==> config.mk <==
export PLATFORM = sky130hd
export DESIGN_NAME = stream_encoder
export DESIGN_NICKNAME = d
export VERILOG_FILES = /design/src/rtl/stream_encoder_pkg.sv /design/src/rtl/stream_encoder_word_fifo.sv /design/src/rtl/stream_encoder.sv
export SDC_FILE = /design/constraint.sdc
export NUM_CORES = 2
export LEC_CHECK = 0
export ABC_AREA = 1
export CAP_MARGIN = 0
export CELL_PAD_IN_SITES_DETAIL_PLACEMENT = 2
export CELL_PAD_IN_SITES_GLOBAL_PLACEMENT = 2
export CORE_MARGIN = 2
export CORE_UTILIZATION = 30
export DETAILED_ROUTE_END_ITERATION = 12
export PLACE_DENSITY_LB_ADDON = 0.05
export SYNTH_ARGS = -nofsm -noshare
export SYNTH_HDL_FRONTEND = slang
export SYNTH_SLANG_ARGS = --single-unit
export TNS_END_PERCENT = 5
==> constraint.sdc <==
create_clock -name clk -period 26.5 [get_ports clk]
set_clock_uncertainty 0.15 [all_clocks]
set_input_delay 7.95 -clock clk [delete_from_list [all_inputs] [get_ports clk]]
set_output_delay 7.95 -clock clk [all_outputs]
set_load 0.01 [all_outputs]
==> src/rtl/stream_encoder_pkg.sv <==
// stream_encoder_pkg: shared helpers and types for the stream encoder.
// Provides the field-width helper, default parameters and flush FSM states.
package stream_encoder_pkg;

  // Number of bits needed to hold the value x (so a code-width field
  // can represent MAX_CODE_LENGTH itself).
  function automatic int log2(input int x);
    int n;
    n = 0;
    for (int i = 0; i < 31; i++) begin
      if ((1 << i) <= x) n = i + 1;
    end
    return n;
  endfunction

  localparam int WIDTH_IN_DEF        = 8;
  localparam int WIDTH_OUT_DEF       = 64;
  localparam int MAX_CODE_LENGTH_DEF = 9;
  localparam int FIFO_DEPTH_DEF      = 4;
  localparam int LOG2_MAX_CODE_LENGTH_DEF =
    log2(MAX_CODE_LENGTH_DEF);

  typedef enum logic [1:0] {
    FL_IDLE,
    FL_DRAIN,
    FL_PAD,
    FL_DONE
  } flush_state_t;

endpackage

==> src/rtl/stream_encoder_word_fifo.sv <==
// encoder_word_fifo: DEPTH x WIDTH register FIFO with occupancy count.
// Ports: clk, rst (sync), wr/wdata, rd, head, count, empty, full.
module encoder_word_fifo
  import stream_encoder_pkg::*;
#(
  parameter int DEPTH = FIFO_DEPTH_DEF,
  parameter int WIDTH = WIDTH_OUT_DEF,
  parameter int CW    = $clog2(DEPTH) + 1
) (
  input  logic             clk,
  input  logic             rst,
  input  logic             wr,
  input  logic [WIDTH-1:0] wdata,
  input  logic             rd,
  output logic [WIDTH-1:0] head,
  output logic [CW-1:0]    count,
  output logic             empty,
  output logic             full
);

  localparam int AW = $clog2(DEPTH);

  logic [WIDTH-1:0] mem [DEPTH];
  logic [AW-1:0]    wp;
  logic [AW-1:0]    rp;
  logic             wr_ok;
  logic             rd_ok;

  assign empty = (count == '0);
  assign full  = (count == CW'(DEPTH));
  assign wr_ok = wr & ~full;
  assign rd_ok = rd & ~empty;
  assign head  = mem[rp];

  always_ff @(posedge clk) begin
    if (rst) begin
      wp    <= '0;
      rp    <= '0;
      count <= '0;
    end else begin
      if (wr_ok) wp <= wp + AW'(1);
      if (rd_ok) rp <= rp + AW'(1);
      unique case ({wr_ok, rd_ok})
        2'b10:   count <= count + CW'(1);
        2'b01:   count <= count - CW'(1);
        default: count <= count;
      endcase
    end
  end

  always_ff @(posedge clk) begin
    if (wr_ok) mem[wp] <= wdata;
  end

endmodule

==> src/rtl/stream_encoder.sv <==
// stream_encoder: table-driven variable-length encoder and bit packer.
// Ports: push/d/full in, flush/flush_done, q/q_push/downstream_full, table_*.
module stream_encoder
  import stream_encoder_pkg::*;
#(
  parameter int WIDTH_IN             = WIDTH_IN_DEF,
  parameter int WIDTH_OUT            = WIDTH_OUT_DEF,
  parameter int MAX_CODE_LENGTH      = MAX_CODE_LENGTH_DEF,
  parameter int LOG2_MAX_CODE_LENGTH = log2(MAX_CODE_LENGTH),
  parameter int FIFO_DEPTH           = FIFO_DEPTH_DEF
) (
  input  logic                            clk,
  input  logic                            rst,
  input  logic                            push,
  input  logic [WIDTH_IN-1:0]             d,
  output logic                            full,
  input  logic                            flush,
  output logic                            flush_done,
  output logic [WIDTH_OUT-1:0]            q,
  output logic                            q_push,
  input  logic                            downstream_full,
  input  logic                            table_push,
  input  logic [WIDTH_IN-1:0]             table_addr,
  input  logic [MAX_CODE_LENGTH-1:0]      table_code,
  input  logic [LOG2_MAX_CODE_LENGTH-1:0] table_code_width
);

  localparam int ACC_W  = WIDTH_OUT + MAX_CODE_LENGTH;
  localparam int FILL_W = log2(ACC_W);
  localparam int CNT_W  = $clog2(FIFO_DEPTH) + 1;
  localparam int TBL_N  = 2 ** WIDTH_IN;
  localparam int ML     = MAX_CODE_LENGTH;
  localparam int LW     = LOG2_MAX_CODE_LENGTH;

  logic                s0_valid;
  logic [WIDTH_IN-1:0] s0_sym;
  logic                tw_valid;
  logic [WIDTH_IN-1:0] tw_addr;
  logic [ML-1:0]       tw_code;
  logic [LW-1:0]       tw_width;
  logic [LW-1:0]       w_clamp;
  logic [ML-1:0]       code_mask;

  logic                s1_valid;
  logic [ML-1:0]       s1_code;
  logic [LW-1:0]       s1_width;

  logic [ML-1:0]       code_ram  [TBL_N];
  logic [LW-1:0]       width_ram [TBL_N];

  logic [ACC_W-1:0]    acc;
  logic [ACC_W-1:0]    acc_d;
  logic [ACC_W-1:0]    ins;
  logic [ACC_W-1:0]    merged;
  logic [FILL_W-1:0]   fill;
  logic [FILL_W-1:0]   fill_d;
  logic [FILL_W-1:0]   sum;

  flush_state_t        state;
  flush_state_t        state_d;

  logic                 fifo_wr;
  logic [WIDTH_OUT-1:0] fifo_wdata;
  logic [WIDTH_OUT-1:0] head;
  logic [CNT_W-1:0]     count;
  logic                 fifo_empty;
  logic                 fifo_full;
  logic                 accept;

  // Two FIFO slots stay free for symbols already in the pipeline.
  assign full = rst
              | (count >= CNT_W'(FIFO_DEPTH - 2))
              | (state != FL_IDLE)
              | table_push
              | tw_valid;

  assign accept = push & ~full;

  always_ff @(posedge clk) begin
    if (rst) begin
      s0_valid <= 1'b0;
      tw_valid <= 1'b0;
      s1_valid <= 1'b0;
    end else begin
      s0_valid <= accept;
      tw_valid <= table_push;
      s1_valid <= s0_valid;
    end
  end

  always_ff @(posedge clk) begin
    s0_sym   <= d;
    tw_addr  <= table_addr;
    tw_code  <= table_code;
    tw_width <= table_code_width;
  end

  // Oversized widths saturate so the accumulator headroom holds.
  always_comb begin
    w_clamp = tw_width;
    if (tw_width > LW'(ML)) w_clamp = LW'(ML);
    code_mask = '0;
    for (int i = 0; i < ML; i++) begin
      code_mask[i] = (i < int'(w_clamp));
    end
  end

  always_ff @(posedge clk) begin
    if (tw_valid) begin
      code_ram[tw_addr]  <= tw_code & code_mask;
      width_ram[tw_addr] <= w_clamp;
    end else if (s0_valid) begin
      s1_code  <= code_ram[s0_sym];
      s1_width <= width_ram[s0_sym];
    end
  end

  // Bits at and above fill are always zero, so OR inserts the code.
  always_comb begin
    acc_d      = acc;
    fill_d     = fill;
    state_d    = state;
    fifo_wr    = 1'b0;
    fifo_wdata = acc[WIDTH_OUT-1:0];
    ins        = ACC_W'(s1_code) << fill;
    merged     = acc | ins;
    sum        = fill + FILL_W'(s1_width);

    unique case (state)
      FL_IDLE: begin
        if (flush) state_d = FL_DRAIN;
      end
      FL_DRAIN: begin
        if (!s0_valid && !s1_valid) state_d = FL_PAD;
      end
      FL_PAD: begin
        if (fill == '0) begin
          state_d = FL_DONE;
        end else if (!fifo_full) begin
          fifo_wr    = 1'b1;
          fifo_wdata = acc[WIDTH_OUT-1:0];
          acc_d      = '0;
          fill_d     = '0;
          state_d    = FL_DONE;
        end
      end
      FL_DONE: begin
        state_d = FL_IDLE;
      end
      default: begin
        state_d = FL_IDLE;
      end
    endcase

    if (s1_valid) begin
      if (sum >= FILL_W'(WIDTH_OUT)) begin
        fifo_wr    = 1'b1;
        fifo_wdata = merged[WIDTH_OUT-1:0];
        acc_d      = merged >> WIDTH_OUT;
        fill_d     = sum - FILL_W'(WIDTH_OUT);
      end else begin
        acc_d  = merged;
        fill_d = sum;
      end
    end
  end

  always_ff @(posedge clk) begin
    if (rst) begin
      acc   <= '0;
      fill  <= '0;
      state <= FL_IDLE;
    end else begin
      acc   <= acc_d;
      fill  <= fill_d;
      state <= state_d;
    end
  end

  encoder_word_fifo #(
    .DEPTH (FIFO_DEPTH),
    .WIDTH (WIDTH_OUT),
    .CW    (CNT_W)
  ) u_fifo (
    .clk   (clk),
    .rst   (rst),
    .wr    (fifo_wr),
    .wdata (fifo_wdata),
    .rd    (q_push),
    .head  (head),
    .count (count),
    .empty (fifo_empty),
    .full  (fifo_full)
  );

  assign q_push     = ~rst & ~fifo_empty & ~downstream_full;
  assign q          = q_push ? head : '0;
  assign flush_done = ~rst & (state == FL_DONE);

endmodule
; Word-level counts from Yosys, hierarchy flattened
; Memory sizes are Yosys's and may differ from the RTL's. A register that Yosys moved wholly into a read port is not among the register bits.
; Index checks and enable logic that the tools add are counted.
[classes]
n_addsub = 6
order_cmp = 12
n_eq_ne = 11
n_shift = 1
n_mux = 31
bitwise_logic = 18
reduce_logical = 12
[ops]
columns = cell, count
row1 = $mux 73, 5
row2 = $mux 64, 3
row3 = $or 73x73->73, 1
row4 = $shl 9x7->73, 1
row5 = $mux 7, 5
row6 = $lt 3x4->1 const A, 4
row7 = $mux 2, 6
row8 = $and 9x9->9, 1
row9 = $mux 1, 9
row10 = $lt 1x4->1 const A, 2
row11 = $lt 2x4->1 const A, 2
row12 = $ne 2x2->1 const B, 4
row13 = $pmux 2 s4, 1
row14 = $add 7x4->7, 1
row15 = $ge 7x7->1 const B, 1
row16 = $logic_not 7->1, 1
row17 = $sub 7x7->7 const B, 1
row18 = $and 1x1->1, 6
row19 = $eq 2x2->1 const B, 3
row20 = $not 1->1, 6
row21 = $pmux 3 s2, 1
row22 = $reduce_and 3->1, 2
row23 = $reduce_bool 2->1, 3
row24 = $add 2x1->2 const B, 2
row25 = 15 further kinds, 20
[totals]
reg_bits = 121
ram_bits = 3584
output_inout_bits = 67
word_cells = 107
mem_count = 3
[memory_table]
columns = memory, depth, width, rd, rd_clocked_by_memory_dff, write_ports, line_no
row1 = code_ram, 256, 9, 1, 1, 1, stream_encoder.sv:48  ; logic [ML-1:0] code_ram [TBL_N];
row2 = width_ram, 256, 4, 1, 1, 1, stream_encoder.sv:49  ; logic [LW-1:0] width_ram [TBL_N];
row3 = u_fifo.mem, 4, 64, 1, 1, 1, stream_encoder_word_fifo.sv:23  ; logic [WIDTH-1:0] mem [DEPTH];

; Longest topological paths before layout
[logic_depth]
word_depth = 9
depth_mapped = 17

; Hierarchy
; From an unflattened synthesis, not the netlist that was laid out.
[hier_totals]
hier_cells = 12742
area_unflattened_um2 = 150785.9
[by_module_without_submodules]
columns = mod, n_inst, cells_each, area_each_um2, seq_area_each_um2
row1 = stream_encoder, 1, 12053, 140798.8, 102608.4
row2 = encoder_word_fifo, 1, 689, 9987.1, 7867.5

; Worst setup path before layout
; Ideal clock, no wire load.
[synth_timing]
kind = reg-to-reg
start = reg tw_width[3]
end = mem code_ram[0][2] (netlist bit) (data pin)
setup_time_ns = 2.273
arrival_time_ns = 17.339
path_slack_ns = 6.738
path_stages_with_launch = 7
period_less_slack_ns = 19.762
path_cell_list = dfxtp_1 -> clkbuf_1 -> inv_1 -> a21oi_1 -> nor2_1 -> nand2_1 -> a21boi_0
[synth_via]
elab_chain_cells = 4
[synth_lines]
columns = element, line_no
row1 = start: declaration, stream_encoder.sv:40  ; logic [LW-1:0] tw_width;
row2 = start signal: assignment, stream_encoder.sv:95  ; tw_width <= table_code_width;
row3 = $gt 4x4->1, stream_encoder.sv:101  ; if (tw_width > LW'(ML)) w_clamp = LW'(ML);
row4 = $mux 4, stream_encoder.sv:101
row5 = named net w_clamp[1], stream_encoder.sv:41  ; logic [LW-1:0] w_clamp;
row6 = $lt 2x4->1, stream_encoder.sv:104  ; code_mask[i] = (i < int'(w_clamp));
row7 = $and 9x9->9, stream_encoder.sv:110  ; code_ram[tw_addr] <= tw_code & code_mask;
row8 = end: declaration, stream_encoder.sv:48
; The timed path passes the listed nets, and every way through them passes these cells.

; Worst setup path in the final report
[layout_timing]
start = in downstream_full
end = out q[36]
[layout_via]
elab_chain_cells = 3
[layout_lines]
columns = element, line_no
row1 = start: declaration, stream_encoder.sv:21  ; input logic downstream_full,
row2 = $not 1->1, stream_encoder.sv:196  ; assign q_push = ~rst & ~fifo_empty & ~downstream_full;
row3 = $and 1x1->1, stream_encoder.sv:196
row4 = $mux 64, stream_encoder.sv:197  ; assign q = q_push ? head : '0;
row5 = end: declaration, stream_encoder.sv:19  ; output logic [WIDTH_OUT-1:0] q,
; Every way passes these cells.

==> results by group <==
Pwr
  – Maximum vdd ir drop: about 60 uV
  – Overall power: about 13 mW
  – Leak pwr: 58.60 nW
  – Pwr Density: roughly 77 nW/um^2

Synthesis
  – Ys flop type: edfxtp_1
  – Syn. warnings: 0
  – Synth Cell Area: between 150000 and 200000 sq um
  – Cell variety after synth: 40
  – Mapped Cells: approximately 13000
  – Sequential element share of the synthesized area: between 70% and 80%
  – Asr flop ratio synth: 0%
  – Number of flops mapped to enable cells by yosys: 3597
  – Synth Area per Inst: about 12 sq um
  – Seq cells post-synth: approximately 3700
  – Net Count, Synth: approximately 13000

Drt
  – Vias per cell: between 5 and 6
  – WL/cell: about 28 microns
  – Residual DRC count: 0
  – Post-route ant nets: 0
  – Vias: roughly 100k
  – Post-Route WL: around 560000 microns
  – Initial drt markers: 6469
  – 1st-pass router iterations: 7

Clock network
  – CTS Buf Count: approximately 440
  – Root Buffer: clkbuf_16
  – CTS max path bufs: 4
  – Post-cts sizing count: 0
  – Later-pin clock latency in the skew report: between 1000 and 1500 ps
  – CTS tree: built
  – H-tree Lvls: 5
  – CTS sink count: 3720
  – Clock-pin slew on the worst setup and hold paths: approximately 50 ps
  – Setup bufs post-CTS: 0
  – CTS Hold Bufs: 0

Global route
  – Global-route wire length before repair: 805400 microns
  – GRT Overall Usage: 21.59%
  – Overflow after GRT: 0
  – Initial antenna violation count: 32
  – Largest net degree at the start of global routing: 213
  – Number of global-route vias before repair: between 100k and 150k

Run status
  – Status: finished, final reports clean

Die
  – IO Count: about 100
  – Starting Density: 30.06%
  – Die height: between 700 and 800 microns
  – Core ar.: ~500000 sq um
  – Die width: around 710 microns
  – FP Rows: 260
  – Die Area: ~500000 sq um

Setup path
  – Critical path endpoint category: output port
  – CP required: around 18000 ps
  – Slowest cell on the critical path: nor3_1
  – CP top delay family: buffers and inverters
  – Most Frequent Cell on Critical Path: clkdlybuf4s50_1
  – Crit-path max cell delay: ~600 ps
  – CP cell instances: clkdlybuf4s50_1 > nor3_1 > inv_2 > buf_4 > a21oi_1 > clkdlybuf4s50_1
  – Critical Path AT: approximately 11000 ps
  – WP buf/inv: 4
  – Crit path max fanout: 64
  – Worst R2R Setup Slack: 19900 ps
  – Setup Crit Path Kind: in -> out
  – Crit start category: primary input

STA
  – Worst-Margin Slew: about 1400 ps
  – Setup TNS: 0 ps
  – Final Max Tran Viols: 0
  – Worst hold slack: between 300 and 400 ps
  – PnR worst setup slack: around 8000 ps
  – Setup violators final: 0
  – Rel. slew slack: 7.852%
  – Hold Vio Cnt, Final: 0
  – Min Tclk post-route: ~19000 ps
  – Final Cycle Share: 70.28%
  – Fmax: approximately 0.054 GHz
  – RSZ-0062 raised after global routing: false

Place
  – Port Buf Inserts: ~100
  – Placer Congestion: between 0.7 and 0.8
  – Dpl ws: between 7000 and 8000 ps
  – HPWL after DPL: between 300000 and 400000 microns

Run
  – Max-Cap Viols: 0

Cells and area
  – Layout cells sized above 1: 8.708%
  – Area Growth Syn to Fin: 14.92%
  – Nets: roughly 13000

Min path
  – Worst Hold Class: reg -> reg
[worst paths after layout]
path / cells after the start / from / endpoint
min reg2reg: 2 / acc[55]$_SDFFE_PP0P_ / acc[55]$_SDFFE_PP0P_
min: 2 / acc[55]$_SDFFE_PP0P_ / acc[55]$_SDFFE_PP0P_
max: 6 / downstream_full / q[36]
max reg2reg: 15 / s0_sym[0]$_DFF_P_ / s1_code[7]$_DFFE_PP_
[through the flow]
step | utilization [%] | instance area [sq um] | std cells
after floorplan | - | 150500 | 12720
after global routing | 34.54 | 172900 | 19820
final | 34.55 | 173000 | 19830
after detailed placement | 31.76 | 159000 | 19010
after global placement | 31.76 | 159000 | 19010
after CTS | 34.54 | 172900 | 19820
[metal layers]
metal	GRT usage, %	vias up	routed length (microns)
li1	-	45250	-
met1	29.39	53820	255200
met2	37.16	1500	274800
met3	2.366	581	18650
met4	4.615	2	12360
met5	0	-	13
[cells in the mapped netlist (3+ instances only)]
library cell,instances,share of area [%]
nand4_1,12,0.050
nand3_1,3354,11
nand2_1,3581,8.9
inv_2,11,0.027
nor3_1,18,0.060
and2_1,3,0.012
buf_6,44,0.33
nor2_1,585,1.5
inv_1,125,0.31
o21bai_1,11,0.055
a21oi_1,156,0.52
buf_2,458,1.5
clkbuf_1,239,0.60
a31oi_1,9,0.037
o21ai_1,14,0.047
buf_4,91,0.45
o21ai_2,5,0.029
ha_1,14,0.12
edfxtp_1,3597,72
dfxtp_1,123,1.6
o21ai_0,170,0.57
buf_1,70,0.17
nor2_2,3,0.012
[area by class of cell]
cell class / instances / area (sq um)
clock inverters: 272 / 2360
clock buffers: 538 / 11590
diodes: 12 / 30.03
fillers: 51940 / 327700
well taps: 6681 / 8359
inverters: 139 / 598.1
repair buffers: 513 / 4324
multi-input cells: 7955 / 35210
flip-flops and latches: 3720 / 110500
[flip-flops by register name, summed over array words and instances, names as in the netlist, 3 cells and up, named ones only]
signal	count
tw_addr	8
u_fifo.mem	256
s1_code	9
width_ram	1024
s1_width	4
tw_code	9
u_fifo.count	3
code_ram	2304
s0_sym	8
fill	7
acc	73
tw_width	4
[layout by cell type, fill, tap and decap left out, types with 10 or more instances in the layout]
cell	count
clkinv_1	118
buf_4	394
nand4_1	12
nor2_2	44
nand2_1	3574
o21ai_1	14
ha_1	14
dfxtp_1	112
o21ai_0	170
clkdlybuf4s50_1	100
a21oi_1	154
o21bai_1	11
clkbuf_16	449
edfxtp_1	3597
buf_12	18
bufinv_16	36
clkinv_2	94
nor3_2	10
diode_2	12
clkbuf_1	87
inv_1	120
nor2_1	536
nand3_1	3347
[kinds of logic (layout without fill, tap and decap cells)]
family | after synthesis | count (layout) | share of synthesized area [%]
other | 0 | 12 | 0
AO/OA/AOI/OAI | 370 | 370 | 1.277
flip-flops | 3720 | 3720 | 73.40
buffers and inverters | 1041 | 1462 | 3.426
adder cells (fa/ha/maj) | 16 | 16 | 0.1430
AND/OR/NAND/NOR | 7567 | 7567 | 21.74
XOR/XNOR | 2 | 2 | 0.01663
[where the power goes]
part | internal (mW) | total [mW] | switching (mW)
sequential | 6.47 | 6.49 | 0.0159
combinational | 0.169 | 0.817 | 0.648
clock | 3.44 | 5.96 | 2.52
[tightest hold or removal path: cells and delay by family, from the launching register on]
kind | cells | cell delay, ps
AO/OA/AOI/OAI | 1 | 50
buffers and inverters | 1 | 50
flip-flops | 1 | 300
(Power assumes the default switching activity.)
